===== config.mk =====
export PLATFORM = sky130hd
export DESIGN_NAME = gf180mcu_fd_sc_mcu9t5v0__oai31_stim
export DESIGN_NICKNAME = d
export VERILOG_FILES = /design/src/rtl/gf180mcu_fd_sc_mcu9t5v0__oai31_stim.sv
export SDC_FILE = /design/constraint.sdc
export NUM_CORES = 1
export LEC_CHECK = 0
export ABC_CLOCK_PERIOD_IN_PS = 3400
export CAP_MARGIN = 20
export CORE_UTILIZATION = 55
export DETAILED_ROUTE_END_ITERATION = 16
export GPL_TIMING_DRIVEN = 0
export PLACE_DENSITY = 0.81
export REMOVE_ABC_BUFFERS = 1
export SYNTH_ARGS = -nofsm -noshare
export SYNTH_HDL_FRONTEND = slang
export SYNTH_SLANG_ARGS = --single-unit

===== constraint.sdc =====
create_clock -name CLK -period 3.4 [get_ports CLK]
set_input_delay 0.51 -clock CLK [delete_from_list [all_inputs] [get_ports CLK]]
set_output_delay 0.51 -clock CLK [all_outputs]
set_load 0.05 [all_outputs]

===== src/rtl/gf180mcu_fd_sc_mcu9t5v0__oai31_stim.sv =====
// Stimulus sequencer and response checker for an oai31 cell: walks all 16 input vectors and scores ZN.
// Optional OAI31_STIM_ARC_EN adds 14 conditional B->ZN arc checks after the static walk.
module gf180mcu_fd_sc_mcu9t5v0__oai31_stim #(
    parameter int SETTLE_CYCLES = 2,
    parameter int CNT_W         = 5
) (
    input  logic             CLK,
    input  logic             RST,
    input  logic             START,
    input  logic             ZN,
    output logic             A1,
    output logic             A2,
    output logic             A3,
    output logic             B,
    output logic             BUSY,
    output logic             DONE,
    output logic             PASS,
    output logic [CNT_W-1:0] ERR_CNT,
    output logic [3:0]       FAIL_VEC
);

    typedef enum logic [2:0] {
        S_IDLE,
        S_APPLY,
        S_HOLD,
        S_CHECK,
        S_FINISH
    } state_t;

`ifdef OAI31_STIM_ARC_EN
    localparam logic [4:0] LAST_IDX = 5'd29;
`else
    localparam logic [4:0] LAST_IDX = 5'd15;
`endif
    localparam logic [CNT_W-1:0] ERR_MAX = {CNT_W{1'b1}};

    state_t           state_q, state_d;
    logic [4:0]       idx_q, idx_d;
    logic [3:0]       hold_q, hold_d;
    logic [3:0]       stim_q, stim_d;
    logic             busy_q, busy_d;
    logic             done_q, done_d;
    logic             pass_q, pass_d;
    logic [CNT_W-1:0] err_q, err_d;
    logic [3:0]       fail_q, fail_d;

    // Check index 0..15 is the static vector itself; 16..29 walk A conditions 1..7 with B=0 then B=1.
    function automatic logic [3:0] vec_of(input logic [4:0] idx);
`ifdef OAI31_STIM_ARC_EN
        logic [4:0] a;
        if (idx < 5'd16) begin
            return idx[3:0];
        end
        a = idx - 5'd16;
        return {a[3:1] + 3'd1, a[0]};
`else
        return idx[3:0];
`endif
    endfunction

    function automatic logic oai31(input logic [3:0] v);
        return !((v[3] | v[2] | v[1]) & v[0]);
    endfunction

    always_comb begin
        state_d = state_q;
        idx_d   = idx_q;
        hold_d  = hold_q;
        stim_d  = stim_q;
        busy_d  = busy_q;
        done_d  = done_q;
        pass_d  = pass_q;
        err_d   = err_q;
        fail_d  = fail_q;
        case (state_q)
            S_IDLE: begin
                if (START) begin
                    state_d = S_APPLY;
                    idx_d   = 5'd0;
                    busy_d  = 1'b1;
                    done_d  = 1'b0;
                    pass_d  = 1'b0;
                    err_d   = '0;
                    fail_d  = 4'hF;
                end
            end
            S_APPLY: begin
                stim_d  = vec_of(idx_q);
                hold_d  = 4'(SETTLE_CYCLES);
                state_d = S_HOLD;
            end
            S_HOLD: begin
                if (hold_q <= 4'd1) begin
                    state_d = S_CHECK;
                end else begin
                    hold_d = hold_q - 4'd1;
                end
            end
            S_CHECK: begin
                // Case inequality so an undriven or unknown ZN is scored as a failure.
                if (ZN !== oai31(stim_q)) begin
                    if (err_q != ERR_MAX) begin
                        err_d = err_q + CNT_W'(1);
                    end
                    if (err_q == '0) begin
                        fail_d = stim_q;
                    end
                end
                if (idx_q == LAST_IDX) begin
                    state_d = S_FINISH;
                end else begin
                    idx_d   = idx_q + 5'd1;
                    state_d = S_APPLY;
                end
            end
            S_FINISH: begin
                busy_d  = 1'b0;
                done_d  = 1'b1;
                pass_d  = (err_q == '0);
                state_d = S_IDLE;
            end
            default: state_d = S_IDLE;
        endcase
    end

    always_ff @(posedge CLK) begin
        if (RST) begin
            state_q <= S_IDLE;
            idx_q   <= 5'd0;
            hold_q  <= 4'd0;
            stim_q  <= 4'd0;
            busy_q  <= 1'b0;
            done_q  <= 1'b0;
            pass_q  <= 1'b0;
            err_q   <= '0;
            fail_q  <= 4'hF;
        end else begin
            state_q <= state_d;
            idx_q   <= idx_d;
            hold_q  <= hold_d;
            stim_q  <= stim_d;
            busy_q  <= busy_d;
            done_q  <= done_d;
            pass_q  <= pass_d;
            err_q   <= err_d;
            fail_q  <= fail_d;
        end
    end

    assign A1       = stim_q[3];
    assign A2       = stim_q[2];
    assign A3       = stim_q[1];
    assign B        = stim_q[0];
    assign BUSY     = busy_q;
    assign DONE     = done_q;
    assign PASS     = pass_q;
    assign ERR_CNT  = err_q;
    assign FAIL_VEC = fail_q;

endmodule

==> out/results.ini <==
[finish]
area_growth_pct = 17.10
finalNonFillerCells = 196
final_cell_mix = 28 x dfxtp_1, 20 x nor2_1, 19 x clkdlybuf4s50_1
drive_gt1_share_pct = 6.548
nets = 180
fill_cells = 176
antenna_cells = 0
final_common_cell = dfxtp_1

[synth]
synth.top_cell.area_share_pct = 41.40
syn-instance-count = 152
ys_types = 38
synth_seq_cells = 28
synth-async-reset-ratio_pct = 0
synth_edf_count = 0
yosysSeqAreaShare_pct = 41.40
yosys_warnings = 0
avgSynthCellArea_um2 = 8.907
yosys_most_used_dff = dfxtp_1
synth_top_area_cell = dfxtp_1
ys_top_cells_by_area = dfxtp_1 41%, nor3_1 6.7%, ha_1 6.5%
syn_area_um2 = 1354

[clock_network]
path_clk_slew_ns = 0.15
clockBufferDepth = 2
cts-htree-levels = 1
cts_made_buffers = 3
cts_root_buffer = clkbuf_4
cts_resized = 0
clk_latency_ns = 0.33
postCtsSetupBuffers = 0
hold_buffers = 0
cts_sinks = 28
cts_tree = done

[worst_setup_path]
crit_path_end_kind = output port
cpMaxStageDelayCell = clkdlybuf4s50_1
crit_path_cell_trace = clkdlybuf4s50_1
crit_start = stim_q[0]
worstSetupEndpoint = B
cp_top_family = buffers and inverters
cp-start-kind = flip-flop
r2r-end = stim_q[3]
max_stage_delay_ns = 0.84
path_depth = 1
path_buf_inv = 1
critPathKind = flip-flop to output port
r2r_setup_slack_ns = 1.50
crit_fanout = 4
regToRegStartpoint = state_q[0]
worstPathRequired_ns = 2.89
reg2regPathDepth = 4
worst_ep_arrival_time_ns = 1.62

[global_routing]
grt_pass1_wl_mm = 4.457
antenna_found_initial = 0
grt_use_total_pct = 22.17
grt_pass1_vias = 1029
grt_overflow = 0
grt_max_degree = 29

[routing]
antenna_left = 0
via_count = 1113
drt-initial-drc-count = 16
wl_per_cell_um = 13.52
vias_per_cell = 5.679
drtPass1Iterations = 4
drcViolationCount = 0
wirelength_mm = 2.650

[sta]
hold_violations = 0
min_period_over_period_pct = 62.56
fmax_mhz = 470.1
worstMarginPinSlew_ns = 0.9729
tns_ns = 0
fin_crit_ns = 2.127
grt_setup_unrepaired = no
finalMaxSlewViolations = 0
setup_viol_count_final = 0
finalClockSkew_ns = 0.007760
max_slew_margin_pct = 34.93

[floorplan]
dieArea_um2 = 2664
die_h_um = 51.62
ioPinCount = 20
die_w_um = 51.62
start_util_pct = 59.48
row_count = 17
core-area_um2 = 2276

[pwr]
p_leak_nw = 0.6176
power.density_nw_per_um2 = 511.6
ir_drop_mv = 0.4509
fin_total_pwr_mw = 0.8110

[flow_run]
maxCapViolCount = 0

[placement]
hpwl_mm = 1.862
gp_congestion = 0.7683
io_buffers = 19
dp_cells = 192

[worst_hold_path]
hp-class = flip-flop to flip-flop

[status]
status = completed

-- worst min path at each step --
stage                       endpoint  depth (start not counted)        from  slack [ns]
after CTS                       PASS                          2        PASS        0.51
after floorplan             idx_q[4]                          2    idx_q[4]        0.46
final                           PASS                          2        PASS        0.51
after global routing      ERR_CNT[4]                          2  ERR_CNT[4]        0.53
after detailed placement        PASS                          2        PASS        0.48
after global placement          PASS                          2        PASS        0.47
-- Yosys cell counts, types with 6 or more instances --
| library cell | number |
|---|---|
| nand2_1 | 9 |
| ha_1 | 7 |
| dfxtp_1 | 28 |
| nor2_1 | 20 |
| nor3_1 | 18 |
| inv_1 | 6 |
| a21oi_1 | 10 |
-- routing by layer --
layer  share of wire, %  up-vias  global-route usage, %
met5                  0        -                      0
li1                   -      566                      -
met3                2.6        6                  2.924
met2                 47       16                  38.74
met1                 49      525                  27.59
met4                1.6        0                  8.108
-- final cells by class --
cell class,instances,area [um^2],area share (%)
multi-input cells,110,733.2,46.25
repair buffers,20,197.7,12.47
inverters,6,22.52,1.421
flip-flops and latches,28,560.5,35.36
clock buffers,4,36.28,2.289
well taps,28,35.03,2.210
-- where the power goes --
| part | leakage, nW | switching, mW | total [mW] | internal, mW |
|---|---|---|---|---|
| clock | 0.0210 | 0.0947 | 0.160 | 0.0655 |
| sequential | 0.227 | 0.0490 | 0.410 | 0.361 |
| combinational | 0.370 | 0.144 | 0.241 | 0.0978 |
-- registers in the layout, summed over array words and instances (netlist names) --
name and cells:
idx_q 5, FAIL_VEC 4, BUSY 1, hold_q 4, ERR_CNT 5, stim_q 4, DONE 1, state_q 3
PASS 1
-- per-stage QoR --
step           setup slack (ns)  util (%)  area (um^2)  hold WS, ns
2_1_floorplan             1.432         -         1316       0.4641
3_3_place_gp              1.100     67.73         1541       0.4653
3_5_place_dp              1.131     68.06         1549       0.4767
4_1_cts                   1.264     69.65         1585       0.5139
5_1_grt                   1.211     69.65         1585       0.5299
6_report                  1.273     69.65         1585       0.5103
-- cell families after synthesis --
logic type / Yosys count / share of synthesized area (%)
multiplexers: 5 / 3.789
buffers and inverters: 14 / 4.436
AND/OR/NAND/NOR: 68 / 27.54
XOR/XNOR: 6 / 4.436
AO/OA/AOI/OAI: 24 / 11.92
flip-flops: 28 / 41.40
adder cells (fa/ha/maj): 7 / 6.469
Note: power is estimated with default switching activity, not from simulation.
